**src/rtl/mod_exp_ctrl.sv**
```systemverilog
// ---------------------------------------------------------------------------
// mod_exp_ctrl : left-to-right square-and-multiply sequencer driving mod_mul
// Revision     : 1.0
// ---------------------------------------------------------------------------
`default_nettype none

module mod_exp_ctrl #(
  parameter int K      = 192,
  parameter int E_BITS = 192,
  parameter int LOGE   = 8
) (
  input  logic              clk,
  input  logic              rst_n,
  input  logic              start,
  input  logic [K-1:0]      msg,
  input  logic [E_BITS-1:0] exp,
  input  logic [K-1:0]      r2,
  output logic              busy,
  output logic              done,
  output logic [K-1:0]      result,
  output logic [K-1:0]      mm_x,
  output logic [K-1:0]      mm_y,
  output logic              mm_start,
  input  logic [K-1:0]      mm_z,
  input  logic              mm_done
);

  localparam logic [2:0] c_st_idle   = 3'd0;
  localparam logic [2:0] c_st_to_m_x = 3'd1;
  localparam logic [2:0] c_st_to_m_a = 3'd2;
  localparam logic [2:0] c_st_sqr    = 3'd3;
  localparam logic [2:0] c_st_mul    = 3'd4;
  localparam logic [2:0] c_st_from_m = 3'd5;
  localparam logic [2:0] c_st_done   = 3'd6;

  localparam logic [K-1:0] c_one = {{(K-1){1'b0}}, 1'b1};

  logic [2:0]        r_state;
  logic              r_release;
  logic [E_BITS-1:0] r_exp;
  logic [LOGE-1:0]   r_cnt;
  logic [K-1:0]      r_r2;
  logic [K-1:0]      r_xbar;
  logic [K-1:0]      r_acc;
  logic [K-1:0]      r_result;
  logic              r_busy;
  logic              r_done;
  logic [K-1:0]      r_mm_x;
  logic [K-1:0]      r_mm_y;
  logic              r_mm_start;

  logic [2:0]   w_next_state;
  logic [K-1:0] w_next_x;
  logic [K-1:0] w_next_y;
  logic         w_step;
  logic         w_bit;
  logic         w_last;

  // The exponent is shifted left as bits are consumed, so the current bit is always the MSB.
  assign w_bit  = r_exp[E_BITS-1];
  assign w_last = (r_cnt == '0);

  always_comb begin
    w_next_state = c_st_idle;
    w_next_x     = r_acc;
    w_next_y     = c_one;
    w_step       = 1'b0;
    case (r_state)
      c_st_to_m_x: begin
        w_next_state = c_st_to_m_a;
        w_next_x     = r_r2;
      end
      c_st_to_m_a: begin
        w_next_state = c_st_sqr;
        w_next_y     = r_acc;
      end
      c_st_sqr: begin
        if (w_bit) begin
          w_next_state = c_st_mul;
          w_next_y     = r_xbar;
        end else begin
          w_step = 1'b1;
          if (w_last) begin
            w_next_state = c_st_from_m;
          end else begin
            w_next_state = c_st_sqr;
            w_next_y     = r_acc;
          end
        end
      end
      c_st_mul: begin
        w_step = 1'b1;
        if (w_last) begin
          w_next_state = c_st_from_m;
        end else begin
          w_next_state = c_st_sqr;
          w_next_y     = r_acc;
        end
      end
      c_st_from_m: w_next_state = c_st_done;
      default:     w_next_state = c_st_idle;
    endcase
  end

  always_ff @(posedge clk or negedge rst_n) begin
    if (!rst_n) begin
      r_state    <= c_st_idle;
      r_release  <= 1'b0;
      r_exp      <= '0;
      r_cnt      <= '0;
      r_r2       <= '0;
      r_xbar     <= '0;
      r_acc      <= '0;
      r_result   <= '0;
      r_busy     <= 1'b0;
      r_done     <= 1'b0;
      r_mm_x     <= '0;
      r_mm_y     <= '0;
      r_mm_start <= 1'b0;
    end else begin
      case (r_state)
        c_st_idle: begin
          r_done <= 1'b0;
          if (start) begin
            r_state    <= c_st_to_m_x;
            r_release  <= 1'b0;
            r_exp      <= exp;
            r_r2       <= r2;
            r_cnt      <= LOGE'(E_BITS - 1);
            r_mm_x     <= msg;
            r_mm_y     <= r2;
            r_mm_start <= 1'b1;
            r_busy     <= 1'b1;
          end
        end
        c_st_done: begin
          r_done  <= 1'b0;
          r_state <= c_st_idle;
        end
        default: begin
          if (!r_release) begin
            // Capture exactly once, on the first sampled mm_done of this op.
            if (mm_done) begin
              if (r_state == c_st_to_m_x) begin
                r_xbar <= mm_z;
              end else begin
                r_acc <= mm_z;
              end
              r_mm_start <= 1'b0;
              r_release  <= 1'b1;
            end
          end else if (!mm_done) begin
            r_release <= 1'b0;
            if (w_next_state == c_st_done) begin
              r_state  <= c_st_done;
              r_result <= r_acc;
              r_done   <= 1'b1;
              r_busy   <= 1'b0;
            end else begin
              r_state    <= w_next_state;
              r_mm_x     <= w_next_x;
              r_mm_y     <= w_next_y;
              r_mm_start <= 1'b1;
              if (w_step && !w_last) begin
                r_cnt <= r_cnt - 1'b1;
                r_exp <= r_exp << 1;
              end
            end
          end
        end
      endcase
    end
  end

  assign busy     = r_busy;
  assign done     = r_done;
  assign result   = r_result;
  assign mm_x     = r_mm_x;
  assign mm_y     = r_mm_y;
  assign mm_start = r_mm_start;

endmodule

`default_nettype wire

```
**config.mk**
```make
export PLATFORM = sky130hd
export DESIGN_NAME = mod_exp_ctrl
export DESIGN_NICKNAME = d
export VERILOG_FILES = /design/src/rtl/mod_exp_ctrl.sv
export SDC_FILE = /design/constraint.sdc
export NUM_CORES = 2
export LEC_CHECK = 0
export ABC_CLOCK_PERIOD_IN_PS = 3050
export CAP_MARGIN = 20
export CORE_AREA = 5 5 520 522
export DETAILED_ROUTE_END_ITERATION = 7
export DIE_AREA = 0 0 525 527
export PLACE_DENSITY = 0.38
export SKIP_LAST_GASP = 1
export SLEW_MARGIN = 15
export SYNTH_ARGS = -nofsm -noshare
export SYNTH_HDL_FRONTEND = slang
export SYNTH_SLANG_ARGS = --single-unit
```
**constraint.sdc**
```tcl
create_clock -name clk -period 3.05 [get_ports clk]
set_clock_uncertainty 0.1 [all_clocks]
set_input_delay 0.915 -clock clk [delete_from_list [all_inputs] [get_ports clk]]
set_output_delay 0.915 -clock clk [all_outputs]
set_load 0.005 [all_outputs]
```
* After elaboration in Yosys (flattened, before gate mapping)
Cells that the tools add are included.
** Storage, ports and cells
- Bits in registers :: 1359
- Latch bits :: 0
- Memory bits (writable) :: 0
- Memory bits (read-only) :: 0
- Input bits :: 772
- Output and inout bits :: 579
- Word-level logic and storage cells :: 109
- Memories :: 0
** Cells by class
- $add $sub $neg :: 1
- Multipliers :: 0
- Divide/modulo/power cells :: 0
- Order comparisons :: 0
- Equality and inequality tests :: 14
- Shift-type cells :: 0
- Multiplexer cells :: 53
- Bitwise operators :: 5
- Reduce and logical (&&, ||, !) cells :: 23
** Operators by type and width (count)
- two-way mux 192 bit :: 16
- case mux 192 bit (2 select lines) :: 3
- case mux 192 bit (3 select lines) :: 1
- two-way mux 8 bit :: 5
- two-way mux 3 bit :: 6
- case mux 8 bit (2 select lines) :: 1
- two-way mux 1 bit :: 15
- case mux 3 bit (5 select lines) :: 1
- AND reduction 5 bit :: 3
- == test 3 bit (second input constant) :: 4
- AND reduction 4 bit :: 3
- nonzero test 2 bit :: 5
- zero test 8 bit :: 1
- case mux 1 bit (2 select lines) :: 4
- subtractor 8 x 1 -> 8 bit (second input constant) :: 1
- == test 3 x 2 -> 1 bit (second input constant) :: 2
- inequality test 3 x 2 -> 1 bit (second input constant) :: 2
- case mux 3 bit (2 select lines) :: 1
- AND reduction 3 bit :: 2
- AND reduction 6 bit :: 1
- nonzero test 3 bit :: 2
- inverter 1 bit :: 5
- inequality test 2 x 1 -> 1 bit (second input constant) :: 2
- inequality test 2 bit (second input constant) :: 2
- 7 further kinds :: 8

* Longest topological paths before layout
- Word-level depth :: 9
- Depth in mapped cells :: 9
- Mapped depth without buffers :: 7

* Least setup slack after synthesis
Ideal clock, no wire load.
- Kind :: input -> register
- Start point :: input port mm_done
- End point :: register r_result[100] (netlist: result[100])
- Setup time :: 125 ps
- Arrival :: 2439 ps
- Data required time :: 2825 ps
- Slack :: 387 ps
- Stages on the path :: 6
- Path buffers :: 2
- Cell sequence :: nor2b_1 nand2_1 nor3b_1 clkbuf_1 buf_2 mux2_2
** Between the ends
- Cells in the longest elaborated chain, start to end :: 2
** RTL lines
- from (decl) :: line 25 : input logic mm_done
- inverter 1 bit (no line)
- AND reduction 4 bit (no line)
- to (signal assigned) :: line 156 : r_result <= r_acc;
- to (decl) :: line 45 : logic [K-1:0] r_result;
Every way passes these cells.
A chain may end at the register's enable or synchronous reset.

* Worst setup path in the final report
- Start point :: register r_cnt[4]
- End point :: register r_mm_y[81] (netlist: mm_y[81])
** Between the ends
- Cells in the longest elaborated chain, start to end :: 8
- Elaborated cells between the ends (all ways) :: 14
- Those cells by class :: 2 x eq/ne; 10 x mux; 2 x reduce/logical
** RTL lines
- from (decl) :: line 41 : logic [LOGE-1:0] r_cnt;
- from (signal assigned) :: line 129 : r_cnt <= LOGE'(E_BITS - 1);
- from (signal assigned) :: line 165 : r_cnt <= r_cnt - 1'b1;
- zero test 8 bit (*) :: line 61 : assign w_last = (r_cnt == '0);
- two-way mux 192 bit :: line 83, 93
- two-way mux 192 bit :: line 78 : if (w_bit) begin
- case mux 192 bit (3 select lines) :: line 68 : case (r_state)
- two-way mux 192 bit :: line 154 : if (w_next_state == c_st_done) begin
- two-way mux 192 bit :: line 152 : end else if (!mm_done) begin
- two-way mux 192 bit :: line 141 : if (!r_release) begin
- case mux 192 bit (2 select lines) :: line 121 : case (r_state)
- to (signal assigned) :: line 131 : r_mm_y <= r2;
- to (signal assigned) :: line 162 : r_mm_y <= w_next_y;
- to (decl) :: line 49 : logic [K-1:0] r_mm_y;
Mark *: on every way between the ends. The rest lies on a longest branch, timed or not. The select of a mux whose other input is x is not followed.

==> results.txt <==
Leakage - 37.0 nW
I/O Buffers - 1350
Reg2reg start - r_cnt[4]
Vias in the first global route - 48700
First-pass GRT wire length - 398000 um
Initial antenna violation count - 121
Commonest cells after routing, fill and taps aside - dfrtp_1 (1359), clkdlybuf4s50_1 (1343), nand2_1 (1160)
Netlist Area Pre-Place - 57500 um2
Commonest non-fill, non-tap cell in the layout - dfrtp_1
Via count - 46500
Clk Latency, worst-skew pair - 810 ps
Register area share after synthesis - 59.1%
Yosys Warn Count - 0
Multi-input gate area - 21900 um2
Share of layout cells above drive strength 1 - 16.9%
Starting Density - 21.7%
Worst hold slack - 371 ps
Max incr delay on CP - 600 ps
Routed Antenna Nets - 0
Via-to-Cell Ratio - 4.54
Clock tree sinks - 1359
Die Span Y - 527 um
Avg WL per Cell - 27.6 um
# fillers - 27100
Setup Buffers After CTS - 0
Largest driver fanout on the critical path - 46
DIE WIDTH - 525 um
Count of cell types in the netlist - 43
Crit path DAT - 3530 ps
Worst endpoint required time - 3610 ps
Total of max-cap violations - 0
RePlAce Congestion - 0.840
Number of synthesized register bits - 1359
Worst Path Buf+Inv - 2
Clock Pin Slew Worst Setup and Hold Paths - 60 ps
Row Count - 189
Register area - 34000 um2
Period utilization - 97.3%
Worst Hold Class - reg -> reg
CTS buffer count - 173
Reg-to-reg endpoint - mm_y[81]
Most common cell on crit path - buf_12
Clk buf depth - 3
RSZ-0062 raised after global routing - false
Rel. slew slack - 43.1%
WS Path Type - reg -> reg
Max Clk Rate - 0.337 GHz
Final Hold Vio Count - 0
Syn Inst Count - 5128
Critical Path End Type - register
Final setup fails - 0
Max Slew Vio Count - 0
Area of placed instances - 77300 um2
Placeable Area - 265000 um2
CP startpoint - r_cnt[4]
Cells on Worst Hold Path - 2
H-tree levels - 4
CTS tree - done
Syn Area/Cell - 11.2 um2
Worst Tran Pin Value - 854 ps
Design area - 83100 um2
CP Cell Sequence - or4_1, o32ai_2, o21ai_4, buf_12, buf_12, a22oi_1, o211ai_1
DRC - 0
Area Overhead vs Synth - 44.4%
Setup TNS - 0 ps
Peak supply drop - 0.931 mV
HPWL Detailed - 216000 um
Die ar. - 277000 um2
Pin count of the biggest net entering global routing - 85
Worst Hold Path EP - r_r2[32]
CP top delay family - compound AO/OA/AOI/OAI gates
Startpoint Class - register
Initial DRC count - 2808
CTS root buffer - clkbuf_16
Final WL - 282000 um
Post-layout minimum cycle time - 2970 ps
Slowest CP cell - or4_1
Synth Flop Type - dfrtp_1
Worst hold path startpoint - r_r2[32]
Async set or reset register ratio after synthesis - 100%
GRT overflow - 0
GRT Util Overall - 19.8%
Final nets - 7323
Power density cells - 1140 nW/um2
R2R cell count - 7
Status - completed
EDFF count, synth - 0
Pre-antenna DRT Iters - 5
Ports - 1351
R2R Setup Slk - 80 ps
Mapped Nets - 5901
cell usage after synthesis, types with 2 or more instances:
library cell / number / area, um2
or3_1: 6 / 37.5
o211ai_1: 191 / 1430
o21ai_0: 15 / 75.1
nor4_1: 4 / 25.0
mux2i_1: 193 / 1930
nor2_1: 392 / 1470
a21o_1: 193 / 1450
a22oi_1: 193 / 1450
nand2_1: 1161 / 4360
buf_1: 13 / 48.8
buf_4: 10 / 75.1
dfrtp_1: 1359 / 34000
inv_1: 6 / 22.5
a211oi_1: 192 / 1440
o21ai_1: 3 / 15.0
or4_1: 2 / 15.0
a21oi_1: 17 / 85.1
nor3b_1: 3 / 22.5
clkbuf_1: 262 / 983
a31oi_1: 194 / 1210
a22o_1: 3 / 26.3
and3_1: 3 / 18.8
nor2b_1: 5 / 31.3
nor3_1: 4 / 20.0
buf_2: 94 / 470
nand2b_1: 5 / 31.3
mux2_2: 576 / 6490
nand3_1: 3 / 15.0
buf_6: 12 / 135
layout make-up:
cell class / instances / share of cell area (%)
timing repair buffer: 1638 / 20.5
clock buffer: 268 / 6.17
clock inverter: 38 / 0.622
sequential: 1359 / 40.9
inverter: 6 / 0.0271
tap: 3533 / 5.32
multi-input combinational: 3372 / 26.3
antenna: 30 / 0.0904
worst min-delay path: cells and delay by family, from the launching register on:
kind,cells,cell delay (ps)
and+or+nand+nor,2,100
DFF,1,340
cell families (layout without fill, tap and decap cells):
| logic type | Yosys count | after routing | share of synthesized area, % |
|---|---|---|---|
| multiplexers | 769 | 769 | 14.6 |
| AND/OR/NAND/NOR | 1593 | 1593 | 10.6 |
| other | 0 | 30 | 0 |
| AO/OA/AOI/OAI | 1009 | 1009 | 12.6 |
| flip-flops | 1359 | 1359 | 59.1 |
| buffers and inverters | 397 | 1950 | 3.02 |
| adder cells (fa/ha/maj) | 1 | 1 | 0.0217 |
how the worst max path moves through the flow:
stage / end / slack [ps] / cells after the start
CTS: mm_x[6] / 6 / 1
detailed placement: result[51] / -390 / 7
finish: mm_y[81] / 80 / 7
global route: mm_y[186] / 40 / 1
global placement: result[134] / -450 / 8
floorplan: result[100] / 390 / 6
per-stage QoR:
step	worst slack (ps)	total power, mW	cells	utilization [%]
6_report	82.2	94.7	10200	31.4
5_1_grt	36.8	101	10200	31.4
4_1_cts	6.31	96.6	10200	31.4
3_5_place_dp	-395	75.4	9907	29.2
3_3_place_gp	-452	75.0	9907	29.2
2_1_floorplan	387	52.3	5128	-
state kept, by name, indices dropped and copies added, names as in the netlist, 3 cells and up:
name and count:
r_acc 192, r_xbar 192, mm_y 192, r_cnt 8
r_state 3, mm_x 192, r_exp 192, result 192
r_r2 192
layer usage:
| layer | up-vias | wire [um] | GRT usage, % |
|---|---|---|---|
| met5 | - | 560 | 0 |
| met4 | 86 | 5390 | 3.96 |
| met3 | 384 | 19600 | 6.08 |
| met2 | 1389 | 135000 | 33.0 |
| met1 | 23800 | 122000 | 25.3 |
| li1 | 20900 | - | - |
repair_timing:
item                                    in CTS  in global routing
hold endpoints to repair                    37                  0
hold buffers                                 1                  0
gates resized for setup                      6                  0
endpoints found under the setup margin       6                  0
where the power goes:
group	leakage [nW]	switching, mW	total [mW]	internal [mW]
combinational	17.5	21.7	41.4	19.7
clock	2.76	8.52	20.5	11.9
sequential	16.7	6.38	32.8	26.4
total	37.0	36.6	94.7	58.1
(Power assumes the default switching activity.)
